**config.mk**
```make
export PLATFORM = sky130hd
export DESIGN_NAME = mem_arbiter_flat
export DESIGN_NICKNAME = d
export VERILOG_FILES = /design/src/rtl/mem_arbiter_pkg.sv /design/src/rtl/mem_arbiter_if.sv /design/src/rtl/mem_arbiter.sv /design/src/flat_wrapper.sv
export SDC_FILE = /design/constraint.sdc
export NUM_CORES = 1
export LEC_CHECK = 0
export BUFFER_PORTS_ARGS = -buffer_cell sky130_fd_sc_hd__buf_4
export CORE_AREA = 2 2 102 104
export DETAILED_ROUTE_END_ITERATION = 7
export DIE_AREA = 0 0 104 106
export PLACE_DENSITY = 0.52
export SLEW_MARGIN = 20
export SYNTH_ARGS = -nofsm -noshare
export SYNTH_HDL_FRONTEND = slang
export SYNTH_SLANG_ARGS = --single-unit
```
**constraint.sdc**
```tcl
create_clock -name CLK -period 1.4 [get_ports CLK]
set_input_delay 0.14 -clock CLK [delete_from_list [all_inputs] [get_ports CLK]]
set_output_delay 0.14 -clock CLK [all_outputs]
set_load 0.005 [all_outputs]
```
**src/rtl/mem_arbiter_pkg.sv**
```systemverilog
// Shared types for the memory arbiter: bus word, RAM status encoding and
// arbiter FSM states (the latter also used when decoding traces).
package mem_arbiter_pkg;

    localparam int WORD_BITS = 32;

    typedef logic [WORD_BITS-1:0] word_t;

    typedef enum logic [1:0] {
        FREE   = 2'd0,
        BUSY   = 2'd1,
        ACCESS = 2'd2,
        ERROR  = 2'd3
    } ramstate_t;

    typedef enum logic [1:0] {
        IDLE   = 2'd0,
        IGRANT = 2'd1,
        DGRANT = 2'd2
    } arb_state_t;

endpackage

```
**src/rtl/mem_arbiter_if.sv**
```systemverilog
// Cache-side and RAM-side handshake bundle for the memory arbiter.
// slave = arbiter view, master = environment (caches + RAM) view.
interface mem_arbiter_if;
    import mem_arbiter_pkg::*;

    logic      iREN;
    word_t     iaddr;
    logic      iwait;
    word_t     iload;

    logic      dREN;
    logic      dWEN;
    word_t     daddr;
    word_t     dstore;
    logic      dwait;
    word_t     dload;

    logic      ramREN;
    logic      ramWEN;
    word_t     ramaddr;
    word_t     ramstore;
    word_t     ramload;
    ramstate_t ramstate;

    modport slave (
        input  iREN, iaddr, dREN, dWEN, daddr, dstore, ramload, ramstate,
        output iwait, iload, dwait, dload, ramREN, ramWEN, ramaddr, ramstore
    );

    modport master (
        output iREN, iaddr, dREN, dWEN, daddr, dstore, ramload, ramstate,
        input  iwait, iload, dwait, dload, ramREN, ramWEN, ramaddr, ramstore
    );

endinterface

```
**src/rtl/mem_arbiter.sv**
```systemverilog
// Arbitrates icache fills and dcache reads/writes onto one RAM port.
// Data side has priority; dcount bounds icache starvation to DBURST_MAX grants.
module mem_arbiter
    import mem_arbiter_pkg::*;
#(
    parameter int DBURST_MAX = 4,
    parameter int WORD_W     = 32
) (
    input  logic            CLK,
    input  logic            RST,
    mem_arbiter_if.slave    bus
);

    localparam int                CNT_W      = $clog2(DBURST_MAX + 1);
    localparam logic [CNT_W-1:0]  DCOUNT_MAX = CNT_W'(DBURST_MAX);
    localparam logic [WORD_W-1:0] ZERO_WORD  = {WORD_W{1'b0}};

    arb_state_t        state_r;
    arb_state_t        state_next_s;
    logic [CNT_W-1:0]  dcount_r;
    logic [CNT_W-1:0]  dcount_next_s;

    logic              dreq_s;
    logic              access_s;
    logic              iwait_s;
    logic              dwait_s;
    logic              ram_ren_s;
    logic              ram_wen_s;
    logic [WORD_W-1:0] ramaddr_s;
    logic [WORD_W-1:0] ramstore_s;
    logic [WORD_W-1:0] iload_s;
    logic [WORD_W-1:0] dload_s;

    assign dreq_s   = bus.dREN | bus.dWEN;
    assign access_s = (bus.ramstate == ACCESS);

    // Grant state and fairness counter registers.
    always_ff @(posedge CLK) begin
        if (RST) begin
            state_r  <= IDLE;
            dcount_r <= {CNT_W{1'b0}};
        end else begin
            state_r  <= state_next_s;
            dcount_r <= dcount_next_s;
        end
    end

    // Next-state selection, fairness update and per-state output decode.
    always_comb begin
        state_next_s  = state_r;
        dcount_next_s = dcount_r;
        iwait_s       = 1'b1;
        dwait_s       = 1'b1;
        ram_ren_s     = 1'b0;
        ram_wen_s     = 1'b0;
        ramaddr_s     = ZERO_WORD;
        ramstore_s    = ZERO_WORD;
        iload_s       = ZERO_WORD;
        dload_s       = ZERO_WORD;

        case (state_r)
            IDLE: begin
                if (!bus.iREN) begin
                    dcount_next_s = {CNT_W{1'b0}};
                end else begin
                    dcount_next_s = dcount_r;
                end

                if (dreq_s && bus.iREN && (dcount_r == DCOUNT_MAX)) begin
                    state_next_s = IGRANT;
                end else if (dreq_s) begin
                    state_next_s = DGRANT;
                end else if (bus.iREN) begin
                    state_next_s = IGRANT;
                end else begin
                    state_next_s = IDLE;
                end
            end

            IGRANT: begin
                // A dropped request abandons the transfer without a completion.
                if (!bus.iREN) begin
                    state_next_s = IDLE;
                end else begin
                    ram_ren_s = 1'b1;
                    ramaddr_s = bus.iaddr;
                    if (access_s) begin
                        iwait_s       = 1'b0;
                        iload_s       = bus.ramload;
                        dcount_next_s = {CNT_W{1'b0}};
                        state_next_s  = IDLE;
                    end else begin
                        state_next_s  = IGRANT;
                    end
                end
            end

            DGRANT: begin
                if (!dreq_s) begin
                    state_next_s = IDLE;
                end else begin
                    ram_wen_s  = bus.dWEN;
                    ram_ren_s  = bus.dREN & ~bus.dWEN;
                    ramaddr_s  = bus.daddr;
                    ramstore_s = bus.dstore;
                    if (access_s) begin
                        dwait_s      = 1'b0;
                        dload_s      = bus.dWEN ? ZERO_WORD : bus.ramload;
                        state_next_s = IDLE;
                        if (bus.iREN && (dcount_r != DCOUNT_MAX)) begin
                            dcount_next_s = dcount_r + CNT_W'(1);
                        end else begin
                            dcount_next_s = dcount_r;
                        end
                    end else begin
                        state_next_s = DGRANT;
                    end
                end
            end

            default: begin
                state_next_s  = IDLE;
                dcount_next_s = {CNT_W{1'b0}};
            end
        endcase
    end

    assign bus.iwait    = iwait_s;
    assign bus.dwait    = dwait_s;
    assign bus.ramREN   = ram_ren_s;
    assign bus.ramWEN   = ram_wen_s;
    assign bus.ramaddr  = ramaddr_s;
    assign bus.ramstore = ramstore_s;
    assign bus.iload    = iload_s;
    assign bus.dload    = dload_s;

endmodule

```
**src/flat_wrapper.sv**
```systemverilog
// flat-port wrapper written by rule: the top's interface ports become plain ports
module mem_arbiter_flat import mem_arbiter_pkg::*;
#(
    parameter int DBURST_MAX = 4,
    parameter int WORD_W     = 32
)
  (CLK, RST, bus_iREN, bus_iaddr, bus_dREN, bus_dWEN, bus_daddr, bus_dstore, bus_ramload, bus_ramstate, bus_iwait, bus_iload, bus_dwait, bus_dload, bus_ramREN, bus_ramWEN, bus_ramaddr, bus_ramstore);
  mem_arbiter_if bus_i ();
  input  logic CLK;
  input  logic RST;
  input wire logic [$bits(bus_i.iREN)-1:0] bus_iREN;
  input wire logic [$bits(bus_i.iaddr)-1:0] bus_iaddr;
  input wire logic [$bits(bus_i.dREN)-1:0] bus_dREN;
  input wire logic [$bits(bus_i.dWEN)-1:0] bus_dWEN;
  input wire logic [$bits(bus_i.daddr)-1:0] bus_daddr;
  input wire logic [$bits(bus_i.dstore)-1:0] bus_dstore;
  input wire logic [$bits(bus_i.ramload)-1:0] bus_ramload;
  input wire logic [$bits(bus_i.ramstate)-1:0] bus_ramstate;
  output wire logic [$bits(bus_i.iwait)-1:0] bus_iwait;
  output wire logic [$bits(bus_i.iload)-1:0] bus_iload;
  output wire logic [$bits(bus_i.dwait)-1:0] bus_dwait;
  output wire logic [$bits(bus_i.dload)-1:0] bus_dload;
  output wire logic [$bits(bus_i.ramREN)-1:0] bus_ramREN;
  output wire logic [$bits(bus_i.ramWEN)-1:0] bus_ramWEN;
  output wire logic [$bits(bus_i.ramaddr)-1:0] bus_ramaddr;
  output wire logic [$bits(bus_i.ramstore)-1:0] bus_ramstore;
  assign bus_i.iREN = bus_iREN;
  assign bus_i.iaddr = bus_iaddr;
  assign bus_i.dREN = bus_dREN;
  assign bus_i.dWEN = bus_dWEN;
  assign bus_i.daddr = bus_daddr;
  assign bus_i.dstore = bus_dstore;
  assign bus_i.ramload = bus_ramload;
  assign bus_i.ramstate = bus_ramstate;
  assign bus_iwait = bus_i.iwait;
  assign bus_iload = bus_i.iload;
  assign bus_dwait = bus_i.dwait;
  assign bus_dload = bus_i.dload;
  assign bus_ramREN = bus_i.ramREN;
  assign bus_ramWEN = bus_i.ramWEN;
  assign bus_ramaddr = bus_i.ramaddr;
  assign bus_ramstore = bus_i.ramstore;
  mem_arbiter #(.DBURST_MAX(DBURST_MAX), .WORD_W(WORD_W)) u_core (.CLK(CLK), .RST(RST), .bus(bus_i));
endmodule
```
==> impl_metrics.csv <==
group,metric,value,unit
run_status,status,"complete, but fails checks",
run_status,violations,"negative setup slack",
power,p_seq_frac,0.099,
clock_tree,numClockSinks,5,
synth,synth_seq_cells,5,
synth,synth.top_cell.area_share,0.366,
placement,dp_cells,621,
synth,yosysSeqAreaShare,0.0597,
layout,fin_nets,652,
layout,final_common_cell,"buf_4",
sta,report.final.slew_viol_count,0,
sta,whs,114,ps
layout,antennaDiodeCount,0,
critical_path,worst_ep_arrival_time,1600,ps
synth,synth_area_leaders,"and2_1, a22oi_2, nor2b_1",
floorplan,die_height,106,µm
synth,async_reset_ff_frac,0,
power,p_clk_frac,0.174,
critical_path,r2r_cells,6,
detailed_routing,dr.first_iter.drc_count,102,
detailed_routing,drc,0,
power,p_int,1080,µW
sta,clock.fmax,576,MHz
layout,drive_gt1_frac,0.755,
layout,final_core_util,0.464,
sta,setup_viol,131,
critical_path,worstSetupEndpoint,"bus_ramstore[9]",
synth,yosys_warnings,0,
layout,stdcell_count,646,
grt,grt_pass1_vias,2628,
detailed_routing,ant_nets,0,
synth,synth.largest_area_cell,"and2_1",
floorplan,start_util,0.168,
layout,area.growth.synth_to_final,177,%
detailed_routing,drtPass1Iterations,4,
clock_tree,clk_latency,220,ps
floorplan,io_pins,267,
grt,grt_pass1_wl,14100,µm
grt,grt_start_max_net_pins,34,
sta,rsz0062_at_grt,"true",
synth,synth_fp_nets,369,
power,p_leak,0.00223,µW
detailed_routing,wl_per_cell,15.8,µm
detailed_routing,wl,10200,µm
floorplan,rows,37,
critical_path,regToRegSetupSlack,30,ps
grt,gr-total-overflow,0,
critical_path,r2r-end,"u_core.dcount_r[2]",
sta,slew_headroom,0.823,
power,switching_share,0.301,
placement,hpwl,7230,µm
detailed_routing,vias,2725,
worst_hold_path,hold_path_class,"in2reg",
clock_tree,cts_max_path_buffers,2,
placement,globalplace.congestion,0.793,
floorplan,die-area,0.0110,mm²
floorplan,fp.dieW,104,µm
power,irDropWorstVdd,0.000346,V
sta,period_minus_slack,1740,ps
clock_tree,cts_root_buf,"clkbuf_8",
job,max_cap_viol_count,0,
floorplan,core_area,0.0100,mm²
power,p_total,1540,µW
synth,syn_inst,228,
layout,final_cell_mix,"buf_4, and2_1, a22oi_2, and2_4, buf_6",
critical_path,cp_max_fo,8,
sta,skew,4.11,ps
critical_path,startpoint,"u_core.state_r[0]",
detailed_routing,viasPerCell,4.22,
clock_tree,numCtsBuffers,3,
sta,fin_crit_sh,1.24,
power,p_per_area,333,mW/mm²
sta,setup_ws,-337,ps
clock_tree,htreeDepth,1,
synth,synth_cell_type_count,29,
critical_path,cp-end-kind,"output port",
clock_tree,cts_tree,"done",
sta,hold_viol,0,
placement,io_buffer_count,266,
critical_path,startpoint_type,"flip-flop",
synth,syn_area,0.00168,mm²
critical_path,path_class,"reg2out",
sta,tightest_slew,265,ps
clock_tree,clk_transition_reported_paths,40,ps
critical_path,worst_ep_required_time,1260,ps
power,combPwrFrac,0.727,
critical_path,reg2reg_from,"u_core.state_r[0]",
grt,antenna_found_initial,0,
synth,ys.flop_type,"dfxtp_1",
synth,synth_edf_count,0,
synth,avgSynthCellArea,7.35,µm²
grt,grtUsageTotal,0.155,
power,switchingPower,465,µW
==> power by group through the flow <==
stage / Combinational (µW) / Clock, µW / Sequential, µW
2_1_floorplan: 308 / 0 / 153
3_3_place_gp: 829 / 0 / 153
3_5_place_dp: 834 / 0 / 153
4_1_cts: 1020 / 274 / 152
5_1_grt: 1200 / 283 / 153
6_report: 1120 / 268 / 152
==> synth_stat cells, types with 2 or more instances <==
| cell type | instances |
|---|---|
| nor2_2 | 3 |
| inv_1 | 5 |
| and2_1 | 98 |
| a22oi_1 | 17 |
| dfxtp_1 | 5 |
| a22oi_2 | 17 |
| nand3_1 | 6 |
| nand3b_1 | 3 |
| ha_1 | 6 |
| clkbuf_2 | 6 |
| a21oi_1 | 2 |
| buf_2 | 5 |
| nor2b_1 | 32 |
| buf_4 | 3 |
| buf_6 | 4 |
| clkbuf_1 | 3 |
==> critical path, stage by stage (launching register included) <==
cell       delay [ps]
dfxtp_4           350
inv_4              40
ha_4              140
nor2b_4           140
buf_6             120
buf_12            140
clkbuf_16         150
and2_1            170
buf_4             140
==> kinds of logic (layout without fill, tap and decap cells) <==
kind of cell / Yosys count / count (layout) / share of synthesized area
simple gates: 151 / 151 / 0.576
fa+ha+maj: 6 / 6 / 0.0448
flops: 5 / 5 / 0.0597
buf+inv: 26 / 308 / 0.0911
compound gates: 40 / 40 / 0.229
==> metal layers <==
metal  vias up  wire, µm  share of wire  global-route usage
li1       1332         -              -                   -
met1      1260      3920           0.38               0.178
met2       127      5520           0.54               0.300
met3         6       680          0.067              0.0313
met4         0        87         0.0085              0.0222
met5         -         0              0                   0
==> how the worst min path moves through the flow <==
stage               start                 end  slack (ps)  cells past startpoint
floorplan             RST  u_core.dcount_r[0]         210                      1
CTS                   RST  u_core.dcount_r[2]         120                      2
finish                RST  u_core.dcount_r[1]         110                      2
global placement      RST  u_core.dcount_r[2]         350                      2
global route          RST  u_core.dcount_r[1]         130                      2
detailed placement    RST  u_core.dcount_r[2]         350                      2
==> what timing repair did <==
action,4_1_cts,5_1_grt
endpoints found under the hold margin,0,0
cloned,7,7
hold buffers,0,0
pin swaps,3,19
setup buffers,5,6
endpoints found under the setup margin,134,134
resized for setup,36,70
==> flip-flops by register name, indices dropped and copies added, names as in the netlist <==
signal	flops
u_core.state_r	2
u_core.dcount_r	3
==> stage by stage <==
step,setup WS (ps),area [µm²],TNS (ps)
6_report,-337,4640,-34290
5_1_grt,-389,4640,-42690
4_1_cts,-331,4290,-33440
3_5_place_dp,-141,3880,-6070
3_3_place_gp,-115,3880,-4780
2_1_floorplan,18.1,1690,0
==> cell type report <==
| cell class | instances | area, µm² |
|---|---|---|
| Sequential cell | 5 | 106 |
| Timing Repair Buffer | 299 | 2660 |
| Tap cell | 136 | 170 |
| Fill cell | 1021 | 5360 |
| Inverter | 5 | 21.3 |
| Clock buffer | 4 | 45.0 |
| Multi-Input combinational cell | 197 | 1630 |
No activity file was read; power rests on OpenSTA's default activity.
